## src/rtl/prim_count_bank.sv

```systemverilog
// prim_count_bank
//
// Bank of NumChan independent hardened cross counters. Each channel keeps a
// primary up-counter and a secondary down-counter whose Width-bit sum must
// always equal all-ones. Any disagreement raises a per-channel error and a
// bank-wide error OR, so several protected counters share one alert source.
// Each channel also offers saturate or wrap arithmetic (WrapMode), a
// threshold-hit flag and a one-cycle over/underflow pulse.
//
// Optional build macro: PRIM_COUNT_BANK_STICKY_ERR_EN
//   defined   -> err_o / err_any_o latch on the first mismatch until rst_ni
//   undefined -> err_o / err_any_o follow the cross-check with 1-cycle delay
//
// Ports:
//   clk_i, rst_ni        clock, asynchronous active-low reset
//   clr_i                per-channel clear to ResetValue (highest priority)
//   set_i, set_cnt_i     per-channel load of the channel's set_cnt_i slice
//   incr_en_i, decr_en_i per-channel count direction (both = no change)
//   step_i               per-channel step size
//   commit_i             per-channel enable for registering the next state
//   thresh_i             per-channel unsigned compare value
//   cnt_o                primary counter values
//   cnt_after_commit_o   prospective primary value if the command commits
//   thr_hit_o            cnt_o slice >= thresh_i slice
//   ovf_o                pulse after a committed over/underflow
//   err_o, err_any_o     registered cross-check errors
module prim_count_bank #(
  parameter int unsigned      NumChan    = 4,
  parameter int unsigned      Width      = 8,
  parameter logic [Width-1:0] ResetValue = '0,
  parameter bit               WrapMode   = 1'b0
) (
  input  logic                     clk_i,
  input  logic                     rst_ni,
  input  logic [NumChan-1:0]       clr_i,
  input  logic [NumChan-1:0]       set_i,
  input  logic [NumChan*Width-1:0] set_cnt_i,
  input  logic [NumChan-1:0]       incr_en_i,
  input  logic [NumChan-1:0]       decr_en_i,
  input  logic [NumChan*Width-1:0] step_i,
  input  logic [NumChan-1:0]       commit_i,
  input  logic [NumChan*Width-1:0] thresh_i,
  output logic [NumChan*Width-1:0] cnt_o,
  output logic [NumChan*Width-1:0] cnt_after_commit_o,
  output logic [NumChan-1:0]       thr_hit_o,
  output logic [NumChan-1:0]       ovf_o,
  output logic [NumChan-1:0]       err_o,
  output logic                     err_any_o
);

  localparam logic [Width-1:0] AllOnes  = {Width{1'b1}};
  localparam logic [Width-1:0] SecReset = AllOnes - ResetValue;

  logic [NumChan-1:0][Width-1:0] cnt_q, cnt_d;
  logic [NumChan-1:0][Width-1:0] sec_q, sec_d;
  logic [NumChan-1:0]            ovf_q, ovf_d;
  logic [NumChan-1:0]            err_q, err_d;
  logic                          err_any_q, err_any_d;

  logic [NumChan-1:0][Width-1:0] step;
  logic [NumChan-1:0][Width-1:0] set_val;
  logic [NumChan-1:0][Width:0]   pri_up, pri_dn, sec_up, sec_dn;
  logic [NumChan-1:0][Width-1:0] nxt_cnt, nxt_sec;
  logic [NumChan-1:0]            nxt_ovf;
  logic [NumChan-1:0]            mismatch;

  // Per-channel next-state. Arithmetic is done one bit wider than the counter
  // so the top bit is the carry (incr) or borrow (decr). The secondary moves
  // in the opposite direction by the same step, so its borrow coincides with
  // the primary's carry and vice versa; the primary's bit drives ovf.
  always_comb begin
    cnt_d              = cnt_q;
    sec_d              = sec_q;
    ovf_d              = '0;
    step               = '0;
    set_val            = '0;
    pri_up             = '0;
    pri_dn             = '0;
    sec_up             = '0;
    sec_dn             = '0;
    nxt_cnt            = cnt_q;
    nxt_sec            = sec_q;
    nxt_ovf            = '0;
    mismatch           = '0;
    cnt_o              = '0;
    cnt_after_commit_o = '0;
    thr_hit_o          = '0;
    for (int c = 0; c < NumChan; c++) begin
      step[c]    = step_i[c*Width +: Width];
      set_val[c] = set_cnt_i[c*Width +: Width];
      pri_up[c]  = {1'b0, cnt_q[c]} + {1'b0, step[c]};
      pri_dn[c]  = {1'b0, cnt_q[c]} - {1'b0, step[c]};
      sec_up[c]  = {1'b0, sec_q[c]} + {1'b0, step[c]};
      sec_dn[c]  = {1'b0, sec_q[c]} - {1'b0, step[c]};

      if (clr_i[c]) begin
        nxt_cnt[c] = ResetValue;
        nxt_sec[c] = SecReset;
      end else if (set_i[c]) begin
        nxt_cnt[c] = set_val[c];
        nxt_sec[c] = AllOnes - set_val[c];
      end else if (incr_en_i[c] && !decr_en_i[c]) begin
        // A saturating counter already at the top just holds, without a
        // fresh carry, so a held limit never re-pulses ovf.
        if (WrapMode || cnt_q[c] != AllOnes) begin
          nxt_ovf[c] = pri_up[c][Width];
          if (!WrapMode && pri_up[c][Width]) begin
            nxt_cnt[c] = AllOnes;
            nxt_sec[c] = '0;
          end else begin
            nxt_cnt[c] = pri_up[c][Width-1:0];
            nxt_sec[c] = sec_dn[c][Width-1:0];
          end
        end
      end else if (decr_en_i[c] && !incr_en_i[c]) begin
        if (WrapMode || cnt_q[c] != '0) begin
          nxt_ovf[c] = pri_dn[c][Width];
          if (!WrapMode && pri_dn[c][Width]) begin
            nxt_cnt[c] = '0;
            nxt_sec[c] = AllOnes;
          end else begin
            nxt_cnt[c] = pri_dn[c][Width-1:0];
            nxt_sec[c] = sec_up[c][Width-1:0];
          end
        end
      end

      if (commit_i[c]) begin
        cnt_d[c] = nxt_cnt[c];
        sec_d[c] = nxt_sec[c];
        ovf_d[c] = nxt_ovf[c];
      end

      // Cross-check on the stored state, extended so a wrapped sum is caught.
      mismatch[c] = ({1'b0, cnt_q[c]} + {1'b0, sec_q[c]}) != {1'b0, AllOnes};

      cnt_o[c*Width +: Width]              = cnt_q[c];
      cnt_after_commit_o[c*Width +: Width] = nxt_cnt[c];
      thr_hit_o[c] = cnt_q[c] >= thresh_i[c*Width +: Width];
    end

`ifdef PRIM_COUNT_BANK_STICKY_ERR_EN
    err_d     = err_q | mismatch;
    err_any_d = err_any_q | (|mismatch);
`else
    err_d     = mismatch;
    err_any_d = |mismatch;
`endif
  end

  // State registers; reset discards any command in flight.
  always_ff @(posedge clk_i or negedge rst_ni) begin
    if (!rst_ni) begin
      cnt_q     <= {NumChan{ResetValue}};
      sec_q     <= {NumChan{SecReset}};
      ovf_q     <= '0;
      err_q     <= '0;
      err_any_q <= 1'b0;
    end else begin
      cnt_q     <= cnt_d;
      sec_q     <= sec_d;
      ovf_q     <= ovf_d;
      err_q     <= err_d;
      err_any_q <= err_any_d;
    end
  end

  assign ovf_o     = ovf_q;
  assign err_o     = err_q;
  assign err_any_o = err_any_q;

endmodule

```

## config.mk

```make
export PLATFORM = sky130hd
export DESIGN_NAME = prim_count_bank
export DESIGN_NICKNAME = d
export VERILOG_FILES = /design/src/rtl/prim_count_bank.sv
export SDC_FILE = /design/constraint.sdc
export NUM_CORES = 1
export LEC_CHECK = 0
export BUFFER_PORTS_ARGS = -buffer_cell sky130_fd_sc_hd__buf_2
export CAP_MARGIN = 20
export CELL_PAD_IN_SITES_DETAIL_PLACEMENT = 0
export CELL_PAD_IN_SITES_GLOBAL_PLACEMENT = 1
export CORE_ASPECT_RATIO = 1.4
export CORE_MARGIN = 3
export CORE_UTILIZATION = 44
export CTS_BUF_LIST = sky130_fd_sc_hd__clkbuf_4
export CTS_CLUSTER_SIZE = 14
export DETAILED_ROUTE_END_ITERATION = 12
export PLACE_DENSITY = 0.9
export REMOVE_ABC_BUFFERS = 1
export SETUP_SLACK_MARGIN = 0.4
export SLEW_MARGIN = 20
export SYNTH_ARGS = -nofsm -noshare
export SYNTH_HDL_FRONTEND = slang
export SYNTH_SLANG_ARGS = --single-unit
export TNS_END_PERCENT = 50
```

## constraint.sdc

```tcl
create_clock -name clk_i -period 3.8 [get_ports clk_i]
set_input_delay 0.38 -clock clk_i [delete_from_list [all_inputs] [get_ports clk_i]]
set_output_delay 0.38 -clock clk_i [all_outputs]
set_load 0.03 [all_outputs]
```

==> report_table.html, run 1 <==
<table>
<tr><th>Metric</th><th>Value</th></tr>
<tr><th colspan="2">Synthesis</th></tr>
<tr><td>Area fraction of the dominant cell type after synthesis</td><td>about a fifth</td></tr>
<tr><td>Number of flops mapped to enable cells by yosys</td><td>0</td></tr>
<tr><td>Ranking of synthesized cells by area</td><td>ha_1, dfrtp_1, dfstp_2, a21oi_1, inv_1</td></tr>
<tr><td>Fraction of registers with async set/reset</td><td>between 90% and 100%</td></tr>
<tr><td>Synth warnings</td><td>0</td></tr>
<tr><td>Commonest cells in the synthesized netlist</td><td>ha_1, inv_1, a21oi_1</td></tr>
<tr><td>Most used flip-flop cell after synthesis</td><td>dfrtp_1</td></tr>
<tr><td>Mean post-synth cell area</td><td>roughly 8.0 um2</td></tr>
<tr><td>Count of unique library cells instantiated by Yosys</td><td>102</td></tr>
<tr><td>Flip-flop and latch count after synthesis</td><td>73</td></tr>
<tr><td>Library cell with the highest instance count after synthesis</td><td>ha_1</td></tr>
<tr><td>Sequential cell area fraction in the yosys report</td><td>approximately 16%</td></tr>
<tr><td>Total standard cell area after synthesis</td><td>around 0.012 mm2</td></tr>
<tr><td>Gate count of the mapped netlist</td><td>1483</td></tr>
<tr><td>Cell accounting for the most synthesized area</td><td>ha_1</td></tr>
<tr><th colspan="2">GRT</th></tr>
<tr><td>Final global-route overflow total</td><td>0</td></tr>
<tr><td>First-pass GRT wire length</td><td>64.78 mm</td></tr>
<tr><td>Antenna violations before repair</td><td>1</td></tr>
<tr><td>Number of global-route vias before repair</td><td>approximately 12000</td></tr>
<tr><td>Total global routing track utilization</td><td>a little over a quarter</td></tr>
<tr><td>Largest net degree at the start of global routing</td><td>45</td></tr>
<tr><th colspan="2">Power</th></tr>
<tr><td>Maximum vdd ir drop</td><td>about 0.16 mV</td></tr>
<tr><td>Share of total power in sequential cells</td><td>21.4%</td></tr>
<tr><td>Static power due to leakage</td><td>6.934 nW</td></tr>
<tr><td>Clock Power Share</td><td>~16%</td></tr>
<tr><td>Share of power burned in combinational logic</td><td>62.9%</td></tr>
<tr><td>Pwr Density</td><td>~340 mW/mm2</td></tr>
<tr><td>Sw frac</td><td>between 40% and 50%</td></tr>
<tr><td>Design internal power</td><td>2.634 mW</td></tr>
<tr><td>Switching power total</td><td>between 2 and 2.5 mW</td></tr>
<tr><th colspan="2">CTS</th></tr>
<tr><td>Latest clock arrival within the worst-skew pair</td><td>between 500 and 600 ps</td></tr>
<tr><td>CTS HTree Levels</td><td>3</td></tr>
<tr><td>Buffers from clock root to sink, at most</td><td>2</td></tr>
<tr><td>Root Buffer Master</td><td>clkbuf_4</td></tr>
<tr><td>CTS tree</td><td>done</td></tr>
<tr><td>Clock buffer count from CTS</td><td>9</td></tr>
<tr><td>Clock edge transition at the registers on the reported setup and hold paths</td><td>between 150 and 200 ps</td></tr>
<tr><td>Number of clock sinks</td><td>73</td></tr>
<tr><th colspan="2">Setup path</th></tr>
<tr><td>Type of element launching the critical path</td><td>register</td></tr>
<tr><td>Worst-path maximum fanout</td><td>5</td></tr>
<tr><td>Sort of element at the end of the critical path</td><td>output port</td></tr>
<tr><td>Data required time of the critical path</td><td>3420 ps</td></tr>
<tr><td>Signal arrival time at the worst endpoint</td><td>about 3100 ps</td></tr>
<tr><td>Origin of the critical flop-to-flop path</td><td>cnt_o[19]</td></tr>
<tr><td>Critical path launch point</td><td>cnt_o[16]</td></tr>
<tr><td>Crit Path Category</td><td>reg2out</td></tr>
<tr><th colspan="2">Routing</th></tr>
<tr><td>Count of routing violations after the opening detailed-route iteration</td><td>about 750</td></tr>
<tr><td>Post-route DRC violation count</td><td>0</td></tr>
<tr><td>Routed wire length per instance</td><td>~20 um</td></tr>
<tr><td>Vias per cell</td><td>5.957</td></tr>
<tr><td>Total number of vias</td><td>roughly 12000</td></tr>
<tr><td>Number of search-and-repair iterations in the first detailed-routing pass</td><td>7</td></tr>
<tr><td>WL final</td><td>between 40 and 50 mm</td></tr>
<tr><td>Antenna Nets Post-Route</td><td>0</td></tr>
<tr><th colspan="2">Timing</th></tr>
<tr><td>Setup TNS after final layout</td><td>0 ps</td></tr>
<tr><td>Highest clock frequency the design can meet</td><td>284.9 MHz</td></tr>
<tr><td>Hold Violations, Final</td><td>0</td></tr>
<tr><td>Slew at the pin with the worst max-slew slack</td><td>about 850 ps</td></tr>
<tr><td>Final period util</td><td>92.35%</td></tr>
<tr><td>Unrepaired setup endpoints after global routing</td><td>true</td></tr>
<tr><td>Final Slew Violations</td><td>0</td></tr>
<tr><td>Clock skew after layout</td><td>about 24 ps</td></tr>
<tr><td>Setup violations, final</td><td>0</td></tr>
<tr><td>Post-route minimum period</td><td>around 3500 ps</td></tr>
<tr><td>Remaining max-slew budget at the tightest pin</td><td>between 40% and 50%</td></tr>
<tr><th colspan="2">Die</th></tr>
<tr><td>Initial standard-cell utilization of the core</td><td>between 40% and 50%</td></tr>
<tr><td>Die Area</td><td>between 0.02 and 0.03 mm2</td></tr>
<tr><td>Die extent in x</td><td>roughly 150 um</td></tr>
<tr><td>Total core area</td><td>between 0.02 and 0.03 mm2</td></tr>
<tr><td>Num rows</td><td>70</td></tr>
<tr><td>Boundary Pins</td><td>approximately 200</td></tr>
<tr><td>Vert. Die Dim</td><td>200.8 um</td></tr>
<tr><th colspan="2">Final layout</th></tr>
<tr><td>Final design area excluding fillers</td><td>~0.015 mm2</td></tr>
<tr><td>Final net count</td><td>between 2000 and 2500</td></tr>
<tr><td>Layout cells sized above 1</td><td>between 30% and 40%</td></tr>
<tr><td>Area growth from synthesis to final layout</td><td>23.14%</td></tr>
<tr><th colspan="2">Outcome</th></tr>
<tr><td>Result of the run</td><td>complete, no violations</td></tr>
<tr><th colspan="2">Flow run</th></tr>
<tr><td>Number of max-cap violations</td><td>0</td></tr>
<tr><th colspan="2">Min path</th></tr>
<tr><td>Type of the worst min-delay path</td><td>in2reg</td></tr>
<tr><td>Worst Hold Launch</td><td>set_cnt_i[13]</td></tr>
<tr><th colspan="2">Place</th></tr>
<tr><td>HPWL after detailed placement</td><td>31.31 mm</td></tr>
<tr><td>RD Place Congestion</td><td>between 0.9 and 1</td></tr>
<tr><td>Placement Cell Area</td><td>approximately 0.013 mm2</td></tr>
<tr><td>I/O Buffers</td><td>194</td></tr>
</table>
## path summary, 6_finish.rpt
kind	to	slack [ps]	cells past startpoint
setup / recovery	cnt_after_commit_o[20]	290	12
hold / removal	cnt_o[13]	140	3
setup reg to reg	sec_q[19]	830	11
hold reg to reg	sec_q[15]	510	2
max in group asynchronous	sec_q[17]	2370	3
min in group asynchronous	cnt_o[22]	460	2
## sequential cells by signal, indices dropped and copies added (netlist names)
register / flops
sec_q: 32
ovf_o: 4
cnt_o: 32
err_any_o: 1
err_o: 4
## cell usage in the layout (no fill, tap or decap), types with 18 or more instances in the layout
| cell type | Yosys | final |
|---|---|---|
| mux2_2 | 19 | 19 |
| nor2_1 | 106 | 102 |
| dfstp_2 | 32 | 32 |
| a21oi_1 | 147 | 140 |
| nand2_1 | 66 | 65 |
| o21ai_0 | 74 | 71 |
| nand2b_1 | 25 | 23 |
| a21o_1 | 35 | 35 |
| o21a_1 | 19 | 18 |
| nor2b_1 | 29 | 24 |
| a31oi_1 | 28 | 26 |
| xnor2_1 | 62 | 61 |
| dfrtp_1 | 41 | 26 |
| xor2_1 | 21 | 21 |
| ha_1 | 196 | 173 |
| buf_2 | 2 | 175 |
| buf_4 | 5 | 109 |
| inv_1 | 172 | 165 |
| nor3_1 | 29 | 25 |
## routing by layer
| layer | part of all wire (%) | up-vias | wire length (um) | track usage [%] |
|---|---|---|---|---|
| met1 | 39 | 5936 | 16130 | 32.02 |
| li1 | - | 5842 | - | - |
| met3 | 6.0 | 151 | 2498 | 3.252 |
| met5 | 0 | - | 0 | 0 |
| met2 | 50 | 562 | 20740 | 48.56 |
| met4 | 4.9 | 0 | 2018 | 13.14 |
## worst max-delay path, stage by stage (launching register included)
cell,delay [ps]
dfrtp_2,460
inv_2,90
ha_4,120
inv_2,30
fa_2,340
a211o_1,320
a31oi_2,230
o21a_2,220
nor2_4,60
a221o_1,310
a22oi_2,200
nor2_1,60
buf_4,180
## layout make-up
| cell class | instances | area (um2) |
|---|---|---|
| tap | 360 | 450.4 |
| inverter | 174 | 656.9 |
| clock inverter | 7 | 142.6 |
| multi-input combinational | 1181 | 9704 |
| clock buffer | 9 | 67.56 |
| sequential | 73 | 1886 |
| timing repair buffer | 292 | 1779 |
| antenna | 1 | 2.502 |
| fill | 2518 | 11760 |
## power groups by stage
stage,clock [mW],sequential (mW),combinational [mW]
final,0.777,1.06,3.10
after global routing,0.819,1.07,3.38
after CTS,0.789,1.05,2.91
after detailed placement,0,1.08,2.73
after global placement,0,1.07,2.69
after floorplan,0,1.14,1.85
## logic make-up after synthesis
| family | share of synthesized area, % |
|---|---|
| AOI/OAI and AO/OA | 28.62 |
| xor gates and xnor gates | 6.094 |
| adders and majority gates | 23.91 |
| buffers and inverters | 7.709 |
| DFF | 15.65 |
| muxes | 2.087 |
| and+or+nand+nor | 15.92 |
## metrics by stage
step                hold WS, ps  utilization (%)  setup WS (ps)  power, mW  cells
floorplan                 84.41                -          327.0      2.990   1428
global placement          467.4            50.35          487.3      3.766   2013
detailed placement        469.2            50.35          447.8      3.807   2013
CTS                       92.85            53.45          208.1      4.753   2072
global route              119.3            55.53          159.6      5.275   2097
finish                    142.2            55.53          290.6      4.937   2097
## repair_timing
item / in CTS / in global routing
endpoints found under the setup margin: 32 / 32
buffers inserted: 42 / 24
pin swaps: 25 / 46
gates resized for setup: 86 / 91
endpoints found under the hold margin: 23 / 0
hold buffers: 1 / 0
(Power assumes the default switching activity.)
==> run 2, diff against run 1 <==
- ABC_AREA: default -> 1
- CORE_UTILIZATION: 44 -> 42
- PLACE_DENSITY: 0.9 -> 0.91
==> report_table.html, run 2 <==
<table>
<tr><th>Metric</th><th>Value</th></tr>
<tr><th colspan="2">GRT</th></tr>
<tr><td>Met3 demand-to-capacity share in global routing</td><td>2.382% (-0.87 points)</td></tr>
<tr><td>Number of global-route vias before repair</td><td>13240 (+6.7%)</td></tr>
<tr><td>Met2 track demand over resource in global routing</td><td>45.70% (-2.9 points)</td></tr>
<tr><td>Total global routing track utilization</td><td>25.58% (-1.5 points)</td></tr>
<tr><td>Antenna violations before repair</td><td>2 (+1)</td></tr>
<tr><td>Final global-route overflow total</td><td>0 (unchanged)</td></tr>
<tr><td>Largest net degree at the start of global routing</td><td>60 (+33%)</td></tr>
<tr><td>Met1 Use GR</td><td>29.95% (-2.1 points)</td></tr>
<tr><td>First-pass GRT wire length</td><td>67.76 mm (+4.6%)</td></tr>
<tr><td>Most Used Layer, Global Route</td><td>met2</td></tr>
<tr><th colspan="2">Final layout</th></tr>
<tr><td>Non-filler instance count after layout</td><td>2567 (+22%)</td></tr>
<tr><td>Area growth from synthesis to final layout</td><td>12.20%</td></tr>
<tr><td>Layout cells sized above 1</td><td>16.30% (-14 points)</td></tr>
<tr><td>Final net count</td><td>2513 (+22%)</td></tr>
<tr><td>Commonest non-fill, non-tap cells in the layout</td><td>nand2_1, inv_1, ha_1, buf_2, nand3_1</td></tr>
<tr><td>Commonest non-fill, non-tap cell in the layout</td><td>nand2_1</td></tr>
<tr><th colspan="2">Synthesis</th></tr>
<tr><td>Synth warnings</td><td>0 (unchanged)</td></tr>
<tr><td>Dominant combinational cell family by area after synthesis</td><td>simple AND/OR/NAND/NOR gates</td></tr>
<tr><td>Cell accounting for the most synthesized area</td><td>ha_1</td></tr>
<tr><td>Mux contribution to synthesized area</td><td>0% (-2.1 points)</td></tr>
<tr><td>Count of unique library cells instantiated by Yosys</td><td>54 (-47%)</td></tr>
<tr><td>Compound-cell area share of the yosys netlist</td><td>15.41% (-13 points)</td></tr>
<tr><td>Area fraction of the dominant cell type after synthesis</td><td>19.19% (-1.4 points)</td></tr>
<tr><td>Number of flops mapped to enable cells by yosys</td><td>0 (unchanged)</td></tr>
<tr><td>Library cell with the highest instance count after synthesis</td><td>nand2_1</td></tr>
<tr><td>Ranking of synthesized cells by area</td><td>ha_1, nand2_1, inv_1, dfrtp_1, dfstp_2</td></tr>
<tr><td>Flip-flop and latch count after synthesis</td><td>73 (unchanged)</td></tr>
<tr><td>Fraction of registers with async set/reset</td><td>100.0% (unchanged)</td></tr>
<tr><td>Xor and xnor area share after synthesis</td><td>3.083% (-3.0 points)</td></tr>
<tr><td>Sequential cell area fraction in the yosys report</td><td>14.60% (-1.0 points)</td></tr>
<tr><td>Mean post-synth cell area</td><td>6.385 um2 (-21%)</td></tr>
<tr><td>Commonest cells in the synthesized netlist</td><td>nand2_1, inv_1, ha_1</td></tr>
<tr><td>Most used flip-flop cell after synthesis</td><td>dfrtp_1</td></tr>
<tr><td>Total standard cell area after synthesis</td><td>0.01278 mm2 (+7.2%)</td></tr>
<tr><td>Share of synthesized cell area in full adder, half adder and majority cells</td><td>22.32% (-1.6 points)</td></tr>
<tr><td>Gate count of the mapped netlist</td><td>2002 (+35%)</td></tr>
<tr><td>Post-Synth Simple-Gate Area</td><td>32.34% (+16 points)</td></tr>
<tr><th colspan="2">Routing</th></tr>
<tr><td>Routed wire length per instance</td><td>16.77 um (-15%)</td></tr>
<tr><td>Antenna Nets Post-Route</td><td>0 (unchanged)</td></tr>
<tr><td>WL final</td><td>43.06 mm (+4.1%)</td></tr>
<tr><td>Number of search-and-repair iterations in the first detailed-routing pass</td><td>6 (-1)</td></tr>
<tr><td>Vias per cell</td><td>5.361 (-10%)</td></tr>
<tr><td>Count of routing violations after the opening detailed-route iteration</td><td>857 (+14%)</td></tr>
<tr><td>Post-route DRC violation count</td><td>0 (unchanged)</td></tr>
<tr><td>Total number of vias</td><td>13760 (+10%)</td></tr>
<tr><th colspan="2">Power</th></tr>
<tr><td>Static power due to leakage</td><td>8.094 nW (+17%)</td></tr>
<tr><td>Share of power burned in combinational logic</td><td>62.9% (about the same)</td></tr>
<tr><td>Design internal power</td><td>2.079 mW (-21%)</td></tr>
<tr><td>Clock Power Share</td><td>12.5% (-3.2 points)</td></tr>
<tr><td>Sw frac</td><td>52.25% (+5.6 points)</td></tr>
<tr><td>Switching power total</td><td>2.275 mW (-1.2%)</td></tr>
<tr><td>Maximum vdd ir drop</td><td>0.1485 mV (-6.0%)</td></tr>
<tr><td>Share of total power in sequential cells</td><td>24.6% (+3.2 points)</td></tr>
<tr><td>Pwr Density</td><td>303.6 mW/mm2 (-9.7%)</td></tr>
<tr><th colspan="2">Place</th></tr>
<tr><td>HPWL after detailed placement</td><td>35.15 mm (+12%)</td></tr>
<tr><td>Placed cell count</td><td>2539 (+26%)</td></tr>
<tr><td>Post-placement worst setup slack</td><td>938.6 ps (+490.9 ps)</td></tr>
<tr><td>RD Place Congestion</td><td>0.9548 (-1.7%)</td></tr>
<tr><td>I/O Buffers</td><td>194 (unchanged)</td></tr>
<tr><th colspan="2">CTS</th></tr>
<tr><td>Clock buffer count from CTS</td><td>9 (unchanged)</td></tr>
<tr><td>CTS tree</td><td>done</td></tr>
<tr><td>Root Buffer Master</td><td>clkbuf_4</td></tr>
<tr><td>Number of clock sinks</td><td>73 (unchanged)</td></tr>
<tr><td>CTS HTree Levels</td><td>3 (unchanged)</td></tr>
<tr><td>Clock edge transition at the registers on the reported setup and hold paths</td><td>140 ps (-30 ps)</td></tr>
<tr><td>Latest clock arrival within the worst-skew pair</td><td>460 ps (-50 ps)</td></tr>
<tr><td>Buffers from clock root to sink, at most</td><td>2 (unchanged)</td></tr>
<tr><th colspan="2">Timing</th></tr>
<tr><td>Final Slew Violations</td><td>0 (unchanged)</td></tr>
<tr><td>Setup violations, final</td><td>0 (unchanged)</td></tr>
<tr><td>Highest clock frequency the design can meet</td><td>309.5 MHz (+8.6%)</td></tr>
<tr><td>Final period util</td><td>85.02% (-7.3 points)</td></tr>
<tr><td>Slew at the pin with the worst max-slew slack</td><td>825.6 ps (-26.10 ps)</td></tr>
<tr><td>Final worst slack</td><td>569.2 ps (+278.6 ps)</td></tr>
<tr><td>Unrepaired setup endpoints after global routing</td><td>false</td></tr>
<tr><td>Post-route minimum period</td><td>3231 ps (-278.6 ps)</td></tr>
<tr><td>Hold Violations, Final</td><td>0 (unchanged)</td></tr>
<tr><td>Setup TNS after final layout</td><td>0 ps (unchanged)</td></tr>
<tr><td>Clock skew after layout</td><td>12.33 ps (-11.26 ps)</td></tr>
<tr><td>Remaining max-slew budget at the tightest pin</td><td>44.96% (+2.1 points)</td></tr>
<tr><td>Worst hold slack after final layout</td><td>212.3 ps (+70.08 ps)</td></tr>
<tr><th colspan="2">Die</th></tr>
<tr><td>Die Area</td><td>0.03259 mm2 (+12%)</td></tr>
<tr><td>Boundary Pins</td><td>195 (unchanged)</td></tr>
<tr><td>Initial standard-cell utilization of the core</td><td>43.14% (-2.0 points)</td></tr>
<tr><td>Die extent in x</td><td>153.4 um (+5.7%)</td></tr>
<tr><td>Num rows</td><td>74 (+5.7%)</td></tr>
<tr><td>Total core area</td><td>0.02963 mm2 (+12%)</td></tr>
<tr><td>Vert. Die Dim</td><td>212.4 um (+5.8%)</td></tr>
<tr><th colspan="2">Min path</th></tr>
<tr><td>Worst Hold End</td><td>cnt_o[18]</td></tr>
<tr><td>Hold path depth</td><td>3 (unchanged)</td></tr>
<tr><td>Type of the worst min-delay path</td><td>in2reg</td></tr>
<tr><td>Worst Hold Launch</td><td>commit_i[2]</td></tr>
<tr><th colspan="2">Setup path</th></tr>
<tr><td>Data required time of the critical path</td><td>3420 ps (about the same)</td></tr>
<tr><td>R2R Setup Slk</td><td>1330 ps (+500 ps)</td></tr>
<tr><td>Crit Path Category</td><td>reg2out</td></tr>
<tr><td>Type of element launching the critical path</td><td>register</td></tr>
<tr><td>Cell count of the worst reg-to-reg path</td><td>11 (unchanged)</td></tr>
<tr><td>Signal arrival time at the worst endpoint</td><td>2850 ps (-280 ps)</td></tr>
<tr><td>Sort of element at the end of the critical path</td><td>output port</td></tr>
<tr><td>Worst-path maximum fanout</td><td>10 (+5)</td></tr>
<tr><td>Origin of the critical flop-to-flop path</td><td>cnt_o[0]</td></tr>
<tr><td>Reg-to-Reg End</td><td>err_any_o</td></tr>
<tr><th colspan="2">Flow run</th></tr>
<tr><td>Number of max-cap violations</td><td>0 (unchanged)</td></tr>
<tr><th colspan="2">Outcome</th></tr>
<tr><td>Result of the run</td><td>complete, no violations</td></tr>
</table>
## run 2: layout make-up
cell class / count / area [um2]
diodes: 3 / 7.507
clock buffers: 9 / 67.56
clock inverters: 7 / 78.83
fillers: 3125 / 15290
inverters: 329 / 1239
multi-input cells: 1542 / 9383
flip-flops and latches: 73 / 1872
well taps: 380 / 475.5
repair buffers: 224 / 1219
## run 2: stage by stage
step	area [um2]	util [%]	power, mW
3_5_place_dp	14060	47.46	3.757
5_1_grt	14340	48.40	4.737
3_3_place_gp	14060	47.46	3.729
2_1_floorplan	12460	-	2.920
6_report	14340	48.40	4.354
4_1_cts	14220	47.99	4.321
## run 2: worst max-delay path by stage
stage	start	to	slack, ps	cells after the start
4_1_cts	cnt_o[0]	cnt_after_commit_o[0]	410	13
3_5_place_dp	cnt_o[0]	cnt_after_commit_o[0]	940	13
2_1_floorplan	cnt_o[0]	cnt_after_commit_o[3]	730	11
3_3_place_gp	cnt_o[0]	cnt_after_commit_o[0]	1010	13
6_report	cnt_o[0]	cnt_after_commit_o[0]	570	13
5_1_grt	cnt_o[14]	cnt_after_commit_o[8]	400	12
## run 2: layer usage
layer,vias up,share of wire (%)
li1,6859,-
met1,6277,40
met2,486,49
met3,140,4.8
met4,0,6.3
met5,-,0
## run 2: cell families after synthesis
group | Yosys count
buf+inv | 387
xor+xnor | 45
simple gates | 936
fa+ha+maj | 216
flops | 73
compound gates | 345
## run 2: power groups by stage
stage | Combinational [mW] | Clock, mW | Sequential [mW]
global route | 3.08 | 0.583 | 1.08
CTS | 2.69 | 0.561 | 1.07
detailed placement | 2.67 | 0 | 1.08
finish | 2.74 | 0.546 | 1.07
floorplan | 1.81 | 0 | 1.11
global placement | 2.65 | 0 | 1.08
## run 2: critical path, stage by stage, from the launching register on
cell	delay (ps)
dfrtp_2	410
inv_1	80
ha_1	190
fa_1	400
nand3b_1	180
nand2_1	120
nand2_1	60
nand2_1	90
buf_4	190
nand2_1	70
a21o_1	170
o211ai_1	90
and2_1	150
buf_2	190
## run 2: timing repair
| item | CTS | global route |
|---|---|---|
| gates resized for setup | 0 | 18 |
| endpoints found under the setup margin | 0 | 27 |
| setup buffers | 0 | 8 |
| hold buffers | 1 | 0 |
| hold endpoints to repair | 18 | 0 |
==> run 3, diff against run 2 <==
- CORE_UTILIZATION: 42 -> 38
- CTS_CLUSTER_SIZE: 14 -> 25
- PLACE_DENSITY: 0.91 -> 0.87
- clock period: 3.8 -> 2.8 ns (I/O delays scaled with it)
==> report_table.html, run 3 (synthesized netlist as in run 2, its figures left out) <==
<table>
<tr><th>Metric</th><th>Value</th></tr>
<tr><th colspan="2">Outcome</th></tr>
<tr><td>Result of the run</td><td>finished with violations</td></tr>
<tr><td>Violations in the final reports</td><td>negative setup slack</td></tr>
<tr><th colspan="2">Timing</th></tr>
<tr><td>Final Slew Violations</td><td>0 (unchanged)</td></tr>
<tr><td>Slew at the pin with the worst max-slew slack</td><td>843.5 ps (+17.89 ps)</td></tr>
<tr><td>Highest clock frequency the design can meet</td><td>~340 MHz</td></tr>
<tr><td>Post-route minimum period</td><td>2968 ps</td></tr>
<tr><td>Final worst slack</td><td>-168.4 ps (-737.6 ps)</td></tr>
<tr><td>Remaining max-slew budget at the tightest pin</td><td>43.17% (-1.8 points)</td></tr>
<tr><td>Hold Violations, Final</td><td>0 (unchanged)</td></tr>
<tr><td>Setup violations, final</td><td>31 (+31)</td></tr>
<tr><td>Final period util</td><td>106.0%</td></tr>
<tr><td>Unrepaired setup endpoints after global routing</td><td>true</td></tr>
<tr><td>Clock skew after layout</td><td>15.12 ps (+2.786 ps)</td></tr>
<tr><th colspan="2">Place</th></tr>
<tr><td>I/O Buffers</td><td>194 (unchanged)</td></tr>
<tr><td>Post-placement worst setup slack</td><td>136.9 ps (-801.7 ps)</td></tr>
<tr><td>Placed cell count</td><td>2630 (+3.6%)</td></tr>
<tr><td>HPWL after detailed placement</td><td>36.02 mm (+2.5%)</td></tr>
<tr><td>RD Place Congestion</td><td>0.9580 (+0.34%)</td></tr>
<tr><th colspan="2">Flow run</th></tr>
<tr><td>Number of max-cap violations</td><td>0 (unchanged)</td></tr>
<tr><th colspan="2">Power</th></tr>
<tr><td>Share of total power in sequential cells</td><td>21.4% (-3.2 points)</td></tr>
<tr><td>Pwr Density</td><td>402.3 mW/mm2 (+33%)</td></tr>
<tr><td>Share of power burned in combinational logic</td><td>67.0% (+4.1 points)</td></tr>
<tr><td>Static power due to leakage</td><td>8.686 nW (+7.3%)</td></tr>
<tr><td>Switching power total</td><td>3.361 mW (+48%)</td></tr>
<tr><td>Clock Power Share</td><td>11.6% (-0.9 points)</td></tr>
<tr><td>Sw frac</td><td>51.35% (-0.90 points)</td></tr>
<tr><td>Maximum vdd ir drop</td><td>0.2402 mV (+62%)</td></tr>
<tr><td>Design internal power</td><td>3.184 mW (+53%)</td></tr>
<tr><th colspan="2">Setup path</th></tr>
<tr><td>Critical path launch point</td><td>cnt_o[0]</td></tr>
<tr><td>Critical path buffers and inverters</td><td>3 (unchanged)</td></tr>
<tr><td>Most frequent CP cell</td><td>nand2_2</td></tr>
<tr><td>Data required time of the critical path</td><td>2520 ps (-900 ps)</td></tr>
<tr><td>Origin of the critical flop-to-flop path</td><td>cnt_o[0]</td></tr>
<tr><td>Worst path max stage delay</td><td>410 ps (about the same)</td></tr>
<tr><td>Crit Path Category</td><td>reg2out</td></tr>
<tr><td>Slowest CP cell</td><td>dfrtp_1</td></tr>
<tr><td>Kind of cell adding the most delay to the critical path</td><td>simple AND/OR/NAND/NOR gates</td></tr>
<tr><td>Sort of element at the end of the critical path</td><td>output port</td></tr>
<tr><td>Signal arrival time at the worst endpoint</td><td>2690 ps (-160 ps)</td></tr>
<tr><td>Type of element launching the critical path</td><td>register</td></tr>
<tr><td>Worst-path maximum fanout</td><td>6 (-4)</td></tr>
<tr><td>Cell-by-cell trace of the critical path</td><td>inv_2 -&gt; ha_4 -&gt; fa_2 -&gt; nand3b_1 -&gt; nand2_2 -&gt; nand2_2 -&gt; nand2_4 -&gt; buf_6 -&gt; nand4_1 -&gt; nand2_1 -&gt; nand2_2 -&gt; a21oi_2 -&gt; buf_6</td></tr>
<tr><td>R2R Setup Slk</td><td>-30 ps (-1360 ps)</td></tr>
<tr><th colspan="2">Routing</th></tr>
<tr><td>Routed wire length per instance</td><td>16.94 um (+1.0%)</td></tr>
<tr><td>Post-route DRC violation count</td><td>0 (unchanged)</td></tr>
<tr><td>Number of search-and-repair iterations in the first detailed-routing pass</td><td>6 (unchanged)</td></tr>
<tr><td>Total number of vias</td><td>14460 (+5.1%)</td></tr>
<tr><td>Vias per cell</td><td>5.317 (-0.82%)</td></tr>
<tr><td>Count of routing violations after the opening detailed-route iteration</td><td>922 (+7.6%)</td></tr>
<tr><td>Antenna Nets Post-Route</td><td>0 (unchanged)</td></tr>
<tr><td>WL final</td><td>46.07 mm (+7.0%)</td></tr>
<tr><th colspan="2">Min path</th></tr>
<tr><td>Type of the worst min-delay path</td><td>in2reg</td></tr>
<tr><td>Worst Hold Launch</td><td>clr_i[0]</td></tr>
<tr><th colspan="2">Die</th></tr>
<tr><td>Boundary Pins</td><td>195 (unchanged)</td></tr>
<tr><td>Total core area</td><td>0.03279 mm2 (+11%)</td></tr>
<tr><td>Num rows</td><td>78 (+5.4%)</td></tr>
<tr><td>Initial standard-cell utilization of the core</td><td>38.98% (-4.2 points)</td></tr>
<tr><td>Vert. Die Dim</td><td>223.0 um (+5.0%)</td></tr>
<tr><td>Die extent in x</td><td>161.0 um (+4.9%)</td></tr>
<tr><td>Die Area</td><td>0.03590 mm2 (+10%)</td></tr>
<tr><th colspan="2">CTS</th></tr>
<tr><td>Root Buffer Master</td><td>clkbuf_4</td></tr>
<tr><td>Buffers from clock root to sink, at most</td><td>2 (unchanged)</td></tr>
<tr><td>Latest clock arrival within the worst-skew pair</td><td>530 ps (+70 ps)</td></tr>
<tr><td>Clock edge transition at the registers on the reported setup and hold paths</td><td>150 ps (about the same)</td></tr>
<tr><td>Number of clock sinks</td><td>73 (unchanged)</td></tr>
<tr><td>Clock buffer count from CTS</td><td>9 (unchanged)</td></tr>
<tr><td>CTS tree</td><td>done</td></tr>
<tr><td>CTS HTree Levels</td><td>3 (unchanged)</td></tr>
<tr><th colspan="2">GRT</th></tr>
<tr><td>Number of global-route vias before repair</td><td>14250 (+7.6%)</td></tr>
<tr><td>Antenna violations before repair</td><td>2 (unchanged)</td></tr>
<tr><td>First-pass GRT wire length</td><td>72.00 mm (+6.3%)</td></tr>
<tr><td>Total global routing track utilization</td><td>24.76% (-0.83 points)</td></tr>
<tr><td>Final global-route overflow total</td><td>0 (unchanged)</td></tr>
<tr><td>Largest net degree at the start of global routing</td><td>39 (-35%)</td></tr>
<tr><th colspan="2">Final layout</th></tr>
<tr><td>Layout cells sized above 1</td><td>27.02% (+11 points)</td></tr>
<tr><td>Area growth from synthesis to final layout</td><td>27.28%</td></tr>
<tr><td>Non-filler instance count after layout</td><td>2719 (+5.9%)</td></tr>
<tr><td>Commonest non-fill, non-tap cell in the layout</td><td>nand2_1</td></tr>
<tr><td>Final net count</td><td>2605 (+3.7%)</td></tr>
<tr><td>Commonest non-fill, non-tap cells in the layout</td><td>nand2_1, inv_1, ha_1, buf_2, nand3_1</td></tr>
</table>
==> run 3: cell types whose count changed in the layout (fill, tap and decap cells not counted), sizes merged <==
cell and delta:
clkinvlp +3, inv -1, dlygate4sd3 +2, buf +92, clkbuf -2, clkinv -2
==> run 3: worst register-to-register path, delay by kind of cell, from the launching register on <==
kind	cells	cell delay, ps
AND/OR/NAND/NOR	5	400
adder cells (fa/ha/maj)	2	480
AO/OA/AOI/OAI	1	110
buffers and inverters	11	1150
XOR/XNOR	1	220
flip-flops	1	410
==> run 3: routing by layer <==
metal / part of all wire [%] / global-route usage [%]
met1: 40 / 27.51
met2: 50 / 45.04
met3: 4.4 / 3.343
met4: 5.9 / 13.91
met5: 0 / 0
==> run 3: cell type report <==
type                       instances  area, um2
antenna                            3      7.507
clock buffer                       9      67.56
clock inverter                     7      71.32
fill                            3398      16520
inverter                         329       1245
multi-input combinational       1542      10210
sequential                        73       1878
tap                              440      550.5
timing repair buffer             316       2236
==> run 3: final timing paths <==
path | endpoint | depth (start not counted)
setup / recovery | cnt_after_commit_o[5] | 13
hold / removal | ovf_o[0] | 4
setup reg to reg | cnt_o[2] | 20
hold reg to reg | sec_q[18] | 2
max in group asynchronous | sec_q[16] | 3
min in group asynchronous | ovf_o[0] | 2
==> run 3: repair_timing <==
action	in CTS	in global routing
hold endpoints to repair	22	0
endpoints found under the setup margin	42	46
buffers inserted	44	23
cloned	0	0
hold buffers	3	0
resized for setup	192	135
pin swaps	76	81
==> run 3: through the flow <==
step / setup TNS (ps) / cell area, um2 / hold WS [ps] / power, mW / utilization, %
after CTS: -4325 / 15560 / 1.198 / 6.256 / 47.47
after floorplan: -302.7 / 12460 / -15.59 / 3.963 / -
final: -1810 / 16270 / 51.46 / 6.544 / 49.61
after global placement: 0 / 14380 / 296.2 / 5.127 / 43.86
after detailed placement: 0 / 14380 / 301.3 / 5.167 / 43.86
after global routing: -6455 / 16270 / 17.48 / 7.088 / 49.61
==> run 3: power by group through the flow <==
stage | clock (mW) | combinational, mW | sequential, mW
final | 0.759 | 4.38 | 1.40
after global routing | 0.818 | 4.86 | 1.41
after CTS | 0.779 | 4.09 | 1.39
after detailed placement | 0 | 3.76 | 1.40
after global placement | 0 | 3.73 | 1.40
after floorplan | 0 | 2.46 | 1.50
